==> config.mk <==
export PLATFORM = sky130hd
export DESIGN_NAME = cmsdk_uart_stimulus
export DESIGN_NICKNAME = d
export VERILOG_FILES = /design/src/rtl/cmsdk_uart_stimulus.sv
export SDC_FILE = /design/constraint.sdc
export NUM_CORES = 1
export LEC_CHECK = 0
export BUFFER_PORTS_ARGS = -buffer_cell sky130_fd_sc_hd__buf_2
export CORE_MARGIN = 2
export CORE_UTILIZATION = 64
export CTS_BUF_LIST = sky130_fd_sc_hd__clkbuf_4
export CTS_CLUSTER_SIZE = 20
export DETAILED_ROUTE_END_ITERATION = 8
export PLACE_DENSITY = 0.8
export SYNTH_ARGS = -nofsm -noshare
export SYNTH_HDL_FRONTEND = slang
export SYNTH_SLANG_ARGS = --single-unit
==> constraint.sdc <==
create_clock -name CLK -period 3.7 [get_ports CLK]
set_input_delay 0.37 -clock CLK [delete_from_list [all_inputs] [get_ports CLK]]
set_output_delay 0.37 -clock CLK [all_outputs]
set_load 0.01 [all_outputs]
==> src/rtl/cmsdk_uart_stimulus.sv <==
// Byte FIFO feeding an 8N1 UART transmitter that drives an MCU receive pin.
// Define CMSDK_UART_STIM_GAP_EN to follow every frame with GAP_BITS idle bit periods.
module cmsdk_uart_stimulus #(
    parameter int BAUDDIV    = 16,
    parameter int FIFO_DEPTH = 16,
    parameter int GAP_BITS   = 2
) (
    input  logic                        CLK,
    input  logic                        RESETn,
    input  logic [7:0]                  DIN,
    input  logic                        DIN_VALID,
    output logic                        DIN_READY,
    output logic                        TXD,
    output logic                        BUSY,
    output logic [$clog2(FIFO_DEPTH):0] LEVEL
);
    localparam int AW = $clog2(FIFO_DEPTH);
    localparam int CW = $clog2(BAUDDIV);
    localparam logic [CW-1:0] TIMER_LOAD = CW'(BAUDDIV - 1);
    localparam logic [AW:0]   FULL_LEVEL = (AW + 1)'(FIFO_DEPTH);
`ifdef CMSDK_UART_STIM_GAP_EN
    localparam int GW = (GAP_BITS > 1) ? $clog2(GAP_BITS) : 1;
    localparam logic [GW-1:0] GAP_LOAD = GW'(GAP_BITS - 1);
`endif

    typedef enum logic [2:0] {
        IDLE,
        START,
        DATA,
        STOP
`ifdef CMSDK_UART_STIM_GAP_EN
        , GAP
`endif
    } state_t;

    state_t        state, state_nxt;
    logic [CW-1:0] timer, timer_nxt;
    logic [2:0]    bit_idx, bit_nxt;
    logic [7:0]    shift, shift_nxt;
    logic [AW-1:0] rd_ptr, wr_ptr;
    logic [AW:0]   level_q, level_nxt;
    logic          txd_q, txd_nxt;
    logic          busy_q, busy_nxt;
    logic          push, pop, next_frame;
    logic [7:0]    mem [FIFO_DEPTH];
`ifdef CMSDK_UART_STIM_GAP_EN
    logic [GW-1:0] gap_cnt, gap_nxt;
`endif

    // Ready comes from the registered level only, so a pop never frees a slot on its own edge.
    assign DIN_READY = (level_q != FULL_LEVEL);
    assign push      = DIN_VALID && DIN_READY;
    assign LEVEL     = level_q;
    assign TXD       = txd_q;
    assign BUSY      = busy_q;

    always_comb begin
        state_nxt  = state;
        timer_nxt  = timer;
        bit_nxt    = bit_idx;
        shift_nxt  = shift;
        pop        = 1'b0;
        next_frame = 1'b0;
`ifdef CMSDK_UART_STIM_GAP_EN
        gap_nxt    = gap_cnt;
`endif
        unique case (state)
            IDLE: next_frame = 1'b1;
            START: begin
                if (timer == '0) begin
                    state_nxt = DATA;
                    timer_nxt = TIMER_LOAD;
                    bit_nxt   = 3'd0;
                end else begin
                    timer_nxt = timer - CW'(1);
                end
            end
            DATA: begin
                if (timer == '0) begin
                    timer_nxt = TIMER_LOAD;
                    if (bit_idx == 3'd7) begin
                        state_nxt = STOP;
                    end else begin
                        bit_nxt   = bit_idx + 3'd1;
                        shift_nxt = {1'b0, shift[7:1]};
                    end
                end else begin
                    timer_nxt = timer - CW'(1);
                end
            end
            STOP: begin
                if (timer == '0) begin
`ifdef CMSDK_UART_STIM_GAP_EN
                    state_nxt = GAP;
                    timer_nxt = TIMER_LOAD;
                    gap_nxt   = GAP_LOAD;
`else
                    next_frame = 1'b1;
`endif
                end else begin
                    timer_nxt = timer - CW'(1);
                end
            end
`ifdef CMSDK_UART_STIM_GAP_EN
            GAP: begin
                if (timer == '0) begin
                    if (gap_cnt == '0) begin
                        next_frame = 1'b1;
                    end else begin
                        gap_nxt   = gap_cnt - GW'(1);
                        timer_nxt = TIMER_LOAD;
                    end
                end else begin
                    timer_nxt = timer - CW'(1);
                end
            end
`endif
            default: state_nxt = IDLE;
        endcase

        // Shared frame-boundary rule: start the next byte straight away or fall back to idle.
        if (next_frame) begin
            if (level_q != '0) begin
                pop       = 1'b1;
                state_nxt = START;
                timer_nxt = TIMER_LOAD;
                shift_nxt = mem[rd_ptr];
            end else begin
                state_nxt = IDLE;
            end
        end

        level_nxt = level_q + (AW + 1)'(push) - (AW + 1)'(pop);
        busy_nxt  = (state_nxt != IDLE) || (level_nxt != '0);
        unique case (state_nxt)
            START:   txd_nxt = 1'b0;
            DATA:    txd_nxt = shift_nxt[0];
            default: txd_nxt = 1'b1;
        endcase
    end

    always_ff @(posedge CLK) begin
        if (!RESETn) begin
            state   <= IDLE;
            timer   <= '0;
            bit_idx <= '0;
            shift   <= '0;
            rd_ptr  <= '0;
            wr_ptr  <= '0;
            level_q <= '0;
            txd_q   <= 1'b1;
            busy_q  <= 1'b0;
`ifdef CMSDK_UART_STIM_GAP_EN
            gap_cnt <= '0;
`endif
        end else begin
            state   <= state_nxt;
            timer   <= timer_nxt;
            bit_idx <= bit_nxt;
            shift   <= shift_nxt;
            level_q <= level_nxt;
            txd_q   <= txd_nxt;
            busy_q  <= busy_nxt;
`ifdef CMSDK_UART_STIM_GAP_EN
            gap_cnt <= gap_nxt;
`endif
            if (pop) begin
                rd_ptr <= rd_ptr + AW'(1);
            end
            if (push) begin
                wr_ptr <= wr_ptr + AW'(1);
            end
        end
    end

    always_ff @(posedge CLK) begin
        if (RESETn && push) begin
            mem[wr_ptr] <= DIN;
        end
    end

endmodule

==> results.tsv, run 1 <==
metric	value	unit
outcome	complete, no violations	
cts_setup_buffers	0	
fmax	293	MHz
cts_tree	yes	
finalClockSkew	0.0224	ns
slew_viol_final	0	
dp_hpwl	9.39	mm
synth_cells	463	
start_kind	register	
hold_viol	0	
syn_area	6990	sq um
met2_usage	0.405	
worstSetupEndpointType	register	
worstPathRequired	4.10	ns
final_cell_mix	128 x edfxtp_1, 36 x dfxtp_1, 27 x nor2_1, 27 x mux2i_1	
r2r-end	BUSY$_SDFF_PN0_	
crit_slowest_cell	dfxtp_1	
worst-setup-path-type	reg -> reg	
ys_seq_area_frac	0.656	
slew_headroom	0.363	
post-place-cells	599	
fillers	747	
nets	506	
core_area	10700	sq um
clkSinkCount	165	
clock_latency	0.53	ns
hold_path_depth	4	
start_util	0.650	
worst-path-stages	14	
cp_top_family	adder cells	
cp_cell_sequence	inv_1, ha_1, and4bb_2, a21o_1, nand2_1, inv_1, ha_1, inv_1, ha_1, fa_1, a21oi_1, o21bai_1, xnor2_1, a41oi_1	
rsz0062_at_grt	no	
use_met1	0.324	
critical_path_arrival	3.81	ns
syn_avg_cell_area	15.1	sq um
ys_ff_latch	165	
synth_edf_count	128	
grt_max_degree	24	
wire_per_inst	21.8	um
final_common_cell	edfxtp_1	
clock_path_buffers	2	
fin_crit	3.41	ns
htreeDepth	4	
drtPass1Iterations	6	
drc_errors	0	
tightest_slew	0.954	ns
hp-class	in -> reg	
hp-start	DIN_VALID	
timing.setup.tns	0	ns
holdBufCountCts	0	
syn-num-nets	491	
holdWs	0.210	ns
grt_antenna_before_repair	0	
drive_above_1_share	0.165	
synth_ff_type	edfxtp_1	
clkTransAtPathRegs	0.13	ns
crit_fanout	11	
rr_startpoint	timer[0]$_SDFF_PN0_	
finalNonFillerCells	631	
worst_ir_drop_vdd	0.330	mV
antenna_left	0	
finalCritPeriodShare	0.921	
via_count	4098	
cellLeakagePower	2.42	nW
area_growth	6.34	%
ios	19	
grt_pass1_vias	3984	
drtIter0Drc	418	
cp_num_buf_inv	3	
reg2reg_depth	14	
powerDensity	582	nW/um^2
synth_cell_types	62	
grt.busiest_layer	met2	
finalSetupViolCount	0	
row_count	38	
max_stage_delay	0.43	ns
viasPerCell	6.49	
grt_overflow	0	
hold_end	wr_ptr[3]$_SDFFE_PN0P_	
die_area	11800	sq um
grt_pass1_wl	21.0	mm
io_buffers	18	
cts_buffers	17	
timing.max_cap.violations	0	
root_buffer	clkbuf_4	
ys_warn_count	0	
cts-resized-gates	0	
wl	13.7	mm
synth-async-reset-ratio	0	
grtUsageTotal	0.249	
use_met3	0.0470	
worst-r2r-setup-slack	0.29	ns
gp_congestion	0.849	
die_w	108	um
diodes	0	
die_h	108	um
==> how the worst max path moves through the flow <==
stage	start	end
6_report	timer[0]$_SDFF_PN0_	BUSY$_SDFF_PN0_
5_1_grt	timer[0]$_SDFF_PN0_	BUSY$_SDFF_PN0_
4_1_cts	timer[0]$_SDFF_PN0_	BUSY$_SDFF_PN0_
3_5_place_dp	timer[0]$_SDFF_PN0_	BUSY$_SDFF_PN0_
3_3_place_gp	timer[0]$_SDFF_PN0_	BUSY$_SDFF_PN0_
2_1_floorplan	timer[0]$_SDFF_PN0_	BUSY$_SDFF_PN0_
==> area by class of cell <==
class	instances	area (sq um)	share of cell area
Tap cell	140	175	0.0236
Clock buffer	19	143	0.0192
Sequential cell	165	4590	0.617
Multi-Input combinational cell	256	2210	0.298
Inverter	17	63.8	0.00859
Clock inverter	13	134	0.0180
Timing Repair Buffer	21	113	0.0152
==> logic make-up (layout without fill, tap and decap cells) <==
kind of cell,after synthesis,count (layout),synth area share
other,1,1,0.000537
adder cells (fa/ha/maj),17,17,0.0315
buffers and inverters,42,70,0.0267
flip-flops,165,165,0.656
AND/OR/NAND/NOR,90,90,0.0738
AO/OA/AOI/OAI,92,92,0.0976
multiplexers,49,49,0.105
XOR/XNOR,7,7,0.00878
==> report_power, final <==
part           total (W)  switching (W)  leakage, nW  internal, W
Combinational    0.00108       0.000600        0.821     0.000477
Sequential       0.00224       0.000128         1.46      0.00211
Clock            0.00101       0.000591        0.144     0.000414
==> Yosys cell counts, types with 10 or more instances <==
cell	n	area (sq um)
ha_1	16	200
a221oi_1	14	123
nand2_1	15	56.3
edfxtp_1	128	3840
mux2i_1	27	270
buf_2	11	55.1
clkbuf_1	10	37.5
mux4_2	19	428
dfxtp_1	37	741
nor2_1	27	101
a21oi_1	17	85.1
inv_1	15	56.3
==> routing by layer <==
layer  up-vias  wire length, um
li1       1860                -
met1      2026             5650
met5         -                0
met3        31              890
met2       181             6830
met4         0              386
==> state kept, by name, indices dropped and copies added, names as in the netlist, named ones only <==
name     flops
bit_idx      3
rd_ptr       4
timer        4
state        3
BUSY         1
mem        128
wr_ptr       4
TXD          1
LEVEL        5
shift        8
==> worst register-to-register path: cells and delay by family, from the launching register on <==
kind            cells  cell delay [ns]
compound gates      4             0.78
buf+inv             3             0.21
xor+xnor            1             0.21
fa+ha+maj           4             1.13
flops               1             0.43
simple gates        2             0.52
==> through the flow <==
step           area, sq um  utilization  setup slack, ns  power [W]
3_5_place_dp          7150        0.666            0.390    0.00335
6_report              7430        0.691            0.292    0.00432
5_1_grt               7430        0.691            0.109    0.00452
3_3_place_gp          7150        0.666            0.622    0.00330
4_1_cts               7430        0.691            0.372    0.00433
2_1_floorplan         6990            -            0.753    0.00308
No activity file was read; power rests on OpenSTA's default activity.
==> run 2: changes to the inputs <==
--- a/config.mk
+++ b/config.mk
@@ -6,7 +6,6 @@
 export NUM_CORES = 1
 export LEC_CHECK = 0
 export BUFFER_PORTS_ARGS = -buffer_cell sky130_fd_sc_hd__buf_2
-export CORE_MARGIN = 2
 export CORE_UTILIZATION = 64
 export CTS_BUF_LIST = sky130_fd_sc_hd__clkbuf_4
 export CTS_CLUSTER_SIZE = 20
==> run 2 against run 1 <==
  * Die area is 3.7% lower
  * Critical path depth stayed put
  * Sequential cell count stayed put
  * Sequential share of layout area is 0.25 points lower
  * Core utilization is 2.2 points higher
  * Fmax is 3.7% higher
  * Via count is 1.3% lower
  * Clock power is 5% higher
  * Setup slack better by 0.12 ns
  * Clock-buffer cell count is 1 lower
  * Combinational power hardly changed
==> results.tsv, run 2 (synthesis results as in run 1) <==
metric	value	unit	change
cts_setup_buffers	0		unchanged
gp_congestion	0.865		+1.9%
wire_per_inst	21.2	um	-2.6%
die_h	106	um	-1.8%
clkTransAtPathRegs	0.15	ns	+0.02 ns
timing.max_cap.violations	0		unchanged
power.total	0.00438	W	+1.2%
holdWs	0.160	ns	-0.0499 ns
htreeDepth	4		unchanged
hold_viol	0		unchanged
grt_antenna_before_repair	0		unchanged
drive_above_1_share	0.175		+0.00983
fin_crit	3.29	ns	-0.122 ns
cts_tree	yes		
post-place-cells	596		-0.50%
cellLeakagePower	2.45	nW	+0.96%
fillers	701		-6.2%
nets	507		+0.20%
final_cell_mix	128 x edfxtp_1, 36 x dfxtp_1, 27 x nor2_1, 27 x mux2i_1, 19 x mux4_2		
finalSetupViolCount	0		unchanged
slew_headroom	0.327		-0.0356
clock_path_buffers	2		unchanged
core_area	10500	sq um	-2.6%
pre_cts_ws	0.480	ns	+0.0903 ns
antenna_left	0		unchanged
start_util	0.668		+0.0176
finalClockSkew	0.0247	ns	+0.00230 ns
root_buffer	clkbuf_4		
tightest_slew	1.01	ns	+0.0517 ns
hp-class	in -> reg		
worstPathRequired	4.12	ns	+0.02 ns
start_kind	register		
critical_path_arrival	3.71	ns	-0.10 ns
timing.setup.tns	0	ns	unchanged
clock_latency	0.55	ns	+0.02 ns
largest_register	mem		
worst-setup-path-type	reg -> reg		
grt_pass1_wl	21.0	mm	-0.16%
diodes	0		unchanged
slew_viol_final	0		unchanged
viasPerCell	6.44		-0.85%
cts-resized-gates	0		unchanged
holdBufCountCts	0		unchanged
drtPass1Iterations	4		-2
via_count	4044		-1.3%
drc_errors	0		unchanged
worst_ir_drop_vdd	0.321	mV	-2.6%
io_buffers	18		unchanged
fmax	304	MHz	+3.7%
dp_hpwl	8.86	mm	-5.6%
die_w	106	um	-1.8%
finalCritPeriodShare	0.888		-0.0329
clkSinkCount	165		unchanged
crit_fanout	11		unchanged
wl	13.3	mm	-3.0%
drtIter0Drc	328		-22%
grtUsageTotal	0.256		+0.00699
final_common_cell	edfxtp_1		
grt_overflow	0		unchanged
rsz0062_at_grt	no		
row_count	37		-2.6%
outcome	complete, no violations		
cts_buffers	17		unchanged
finalNonFillerCells	628		-0.48%
area_growth	6.77	%	
die_area	11300	sq um	-3.7%
largest_reg_flops	128		unchanged
ios	19		unchanged
grt_pass1_vias	3904		-2.0%
timing.final.ws_setup	0.413	ns	+0.122 ns
grt_max_degree	29		+21%
powerDensity	587	nW/um^2	+0.81%
worstSetupEndpointType	register		
==> run 2: layout make-up <==
type,count,area [sq um],share of cell area
clock inverter,14,156,0.0210
multi-input combinational,256,2210,0.297
clock buffer,18,135,0.0181
tap,136,170,0.0228
timing repair buffer,22,133,0.0178
sequential,165,4590,0.615
inverter,17,63.8,0.00856
==> run 2: routing by layer <==
metal | wire (um) | GRT usage | share of wire | vias to the layer above
met2 | 6640 | 0.419 | 0.50 | 133
met3 | 718 | 0.0515 | 0.054 | 14
met4 | 133 | 0.0734 | 0.010 | 0
li1 | - | - | - | 1862
met5 | 0 | 0 | 0 | -
met1 | 5840 | 0.352 | 0.44 | 2035
==> run 2: through the flow <==
| step | util | instance area [sq um] |
|---|---|---|
| CTS | 0.713 | 7460 |
| global placement | 0.685 | 7170 |
| finish | 0.713 | 7460 |
| floorplan | - | 6990 |
| detailed placement | 0.685 | 7170 |
| global route | 0.713 | 7460 |
==> run 2: path summary, 6_finish.rpt <==
path                                              start                      end  slack, ns  cells past startpoint
worst max-delay path                timer[0]$_SDFF_PN0_          BUSY$_SDFF_PN0_       0.41                     14
worst max register to register      timer[0]$_SDFF_PN0_          BUSY$_SDFF_PN0_       0.41                     14
worst min register to register  bit_idx[1]$_SDFFE_PN0P_  bit_idx[1]$_SDFFE_PN0P_       0.48                      2
worst min-delay path                          DIN_VALID   wr_ptr[3]$_SDFFE_PN0P_       0.16                      4
==> run 2: worst max-delay path, cell delays in order (launching register included) <==
cell and delay [ns]:
dfxtp_1 0.43, inv_1 0.08, ha_1 0.24, and4bb_2 0.28, a21o_1 0.32, nand2_1 0.22
inv_1 0.07, ha_1 0.27, inv_1 0.04, ha_1 0.20, fa_1 0.41, a21oi_1 0.16
o21bai_1 0.09, xnor2_1 0.22, a41oi_1 0.15
==> run 2: power breakdown <==
group | switching (W) | internal, W
Sequential | 0.000121 | 0.00211
Combinational | 0.000599 | 0.000485
Clock | 0.000683 | 0.000375
==> run 3: changes to the inputs <==
--- a/config.mk
+++ b/config.mk
@@ -6,11 +6,13 @@
 export NUM_CORES = 1
 export LEC_CHECK = 0
 export BUFFER_PORTS_ARGS = -buffer_cell sky130_fd_sc_hd__buf_2
-export CORE_UTILIZATION = 64
-export CTS_BUF_LIST = sky130_fd_sc_hd__clkbuf_4
+export CELL_PAD_IN_SITES_DETAIL_PLACEMENT = 0
+export CELL_PAD_IN_SITES_GLOBAL_PLACEMENT = 1
+export CORE_UTILIZATION = 53
+export CTS_BUF_LIST = sky130_fd_sc_hd__clkbuf_16
 export CTS_CLUSTER_SIZE = 20
 export DETAILED_ROUTE_END_ITERATION = 8
-export PLACE_DENSITY = 0.8
+export PLACE_DENSITY = 0.78
 export SYNTH_ARGS = -nofsm -noshare
 export SYNTH_HDL_FRONTEND = slang
 export SYNTH_SLANG_ARGS = --single-unit
==> run 3 against run 2 <==
  * Combinational power hardly changed
  * Register-to-register slack hardly changed
  * Fmax is 0.21% higher
  * Clock-buffer cell count is 1 lower
  * Sequential share of layout area is 2.5 points lower
  * Cell count is 5.7% higher
  * Via count is 2.1% lower
  * Die area is 20% higher
  * Largest cell class unchanged
==> results.tsv, run 3 (synthesis results as in run 1) <==
metric	value	unit	change
row_count	41		+11%
cts-resized-gates	0		unchanged
cellLeakagePower	2.54	nW	+4.0%
fmax	305	MHz	+0.21%
crit_slowest_cell	fa_1		
worst_ir_drop_vdd	0.579	mV	+81%
area_growth	11.3	%	
timing.max_cap.violations	0		unchanged
grt_overflow	0		unchanged
die_area	13600	sq um	+20%
htreeDepth	4		unchanged
antenna_left	0		unchanged
slew_headroom	0.323		-0.00365
cp_cell_sequence	inv_1, ha_1, and4bb_2, a21o_1, nand2_1, inv_1, ha_1, inv_1, ha_1, fa_1, a21oi_1, o21bai_1, xnor2_1, a41oi_1		
grt_pass1_vias	3749		-4.0%
cts_buffers	17		unchanged
hp-start	DIN_VALID		
hold_end	wr_ptr[3]$_SDFFE_PN0P_		
hold_path_depth	4		unchanged
reg2reg_depth	14		unchanged
fin_area	7770	sq um	+4.2%
cts_tree	yes		
diodes	0		unchanged
grtUsageTotal	0.219		-0.0368
grt_antenna_before_repair	0		unchanged
rr_startpoint	timer[0]$_SDFF_PN0_		
cp_top_family	adder cells		
clkTransAtPathRegs	0.06	ns	-0.09 ns
cts_setup_buffers	0		unchanged
clkSinkCount	165		unchanged
finalClockSkew	0.0105	ns	-0.0142 ns
worst-setup-path-type	reg -> reg		
largest_register	mem		
slew_viol_final	0		unchanged
wire_per_inst	20.5	um	-3.4%
worstSetupEndpointType	register		
crit_fanout	11		unchanged
final_common_cell	edfxtp_1		
drtIter0Drc	248		-24%
io_buffers	18		unchanged
start_util	0.549		-0.119
start_kind	register		
drtPass1Iterations	4		unchanged
largest_reg_flops	128		unchanged
grt_pass1_wl	21.1	mm	+0.75%
hold_viol	0		unchanged
holdBufCountCts	0		unchanged
via_count	3958		-2.1%
dp_hpwl	9.08	mm	+2.5%
drive_above_1_share	0.173		-0.00203
core_area	12700	sq um	+22%
die_w	117	um	+9.7%
ios	19		unchanged
final_cell_mix	128 x edfxtp_1, 36 x dfxtp_1, 27 x nor2_1, 27 x mux2i_1, 19 x mux4_2		
worstPathRequired	3.98	ns	-0.14 ns
max_stage_delay	0.41	ns	-0.02 ns
worst-r2r-setup-slack	0.42	ns	about the same
r2r-end	BUSY$_SDFF_PN0_		
tightest_slew	1.01	ns	+0.00545 ns
nets	508		+0.20%
hp-class	in -> reg		
cp_num_buf_inv	3		unchanged
finalCritPeriodShare	0.886		-0.00188
timing.setup.tns	0	ns	unchanged
grt_max_degree	32		+10%
drc_errors	0		unchanged
outcome	complete, no violations		
viasPerCell	5.96		-7.4%
worst-path-stages	14		unchanged
critical_path_arrival	3.56	ns	-0.15 ns
gp_congestion	0.831		-3.9%
dpl_cell_area	7220	sq um	+0.73%
root_buffer	clkbuf_16		
clock_path_buffers	2		unchanged
finalSetupViolCount	0		unchanged
clock_latency	0.43	ns	-0.12 ns
fin_crit	3.28	ns	-0.00697 ns
rsz0062_at_grt	no		
wl	13.6	mm	+2.2%
powerDensity	640	nW/um^2	+9.0%
die_h	117	um	+9.7%
-- run 3: cell count changes in the layout (fill, tap and decap cells not counted) --
cell and delta:
inv_8 -4, clkbuf_4 -18, clkinvlp_4 +5, clkbuf_16 +17, clkinv_8 -1, inv_6 -1, clkinv_1 +1, buf_4 +1
-- run 3: worst min-delay path, stage by stage --
cell	delay [ns]
buf_2	0.11
nand3_1	0.08
xor2_1	0.07
nor2_1	0.07
-- run 3: cell type report --
class / count / area, sq um
inverters: 17 / 63.8
repair buffers: 23 / 140
fillers: 984 / 4950
clock buffers: 17 / 425
well taps: 172 / 215
multi-input cells: 256 / 2210
flip-flops and latches: 165 / 4590
clock inverters: 14 / 128
-- run 3: report_power, final --
| group | leakage, nW | switching, W | internal, W |
|---|---|---|---|
| logic | 0.834 | 0.000608 | 0.000489 |
| registers | 1.46 | 0.000113 | 0.00212 |
| clock network | 0.252 | 0.000721 | 0.000925 |
-- run 3: routing by layer --
metal	vias to the layer above	share of wire	track usage
met5	-	0	0
met4	0	0.014	0.0810
met3	16	0.046	0.0463
met2	107	0.48	0.333
met1	1979	0.46	0.314
li1	1856	-	-
-- run 3: worst max-delay path by stage --
stage,startpoint,endpoint
global route,timer[0]$_SDFF_PN0_,BUSY$_SDFF_PN0_
global placement,timer[0]$_SDFF_PN0_,BUSY$_SDFF_PN0_
floorplan,timer[0]$_SDFF_PN0_,BUSY$_SDFF_PN0_
detailed placement,timer[0]$_SDFF_PN0_,BUSY$_SDFF_PN0_
finish,timer[0]$_SDFF_PN0_,BUSY$_SDFF_PN0_
CTS,timer[0]$_SDFF_PN0_,BUSY$_SDFF_PN0_
-- run 3: metrics by stage --
stage	utilization	worst slack (ns)	cells	total power (W)	hold WS, ns
after detailed placement	0.567	0.452	633	0.00336	0.450
after CTS	0.611	0.424	664	0.00500	0.306
after global routing	0.611	0.178	664	0.00520	0.317
after floorplan	-	0.753	463	0.00308	0.436
after global placement	0.567	0.604	633	0.00334	0.442
final	0.611	0.420	664	0.00497	0.315
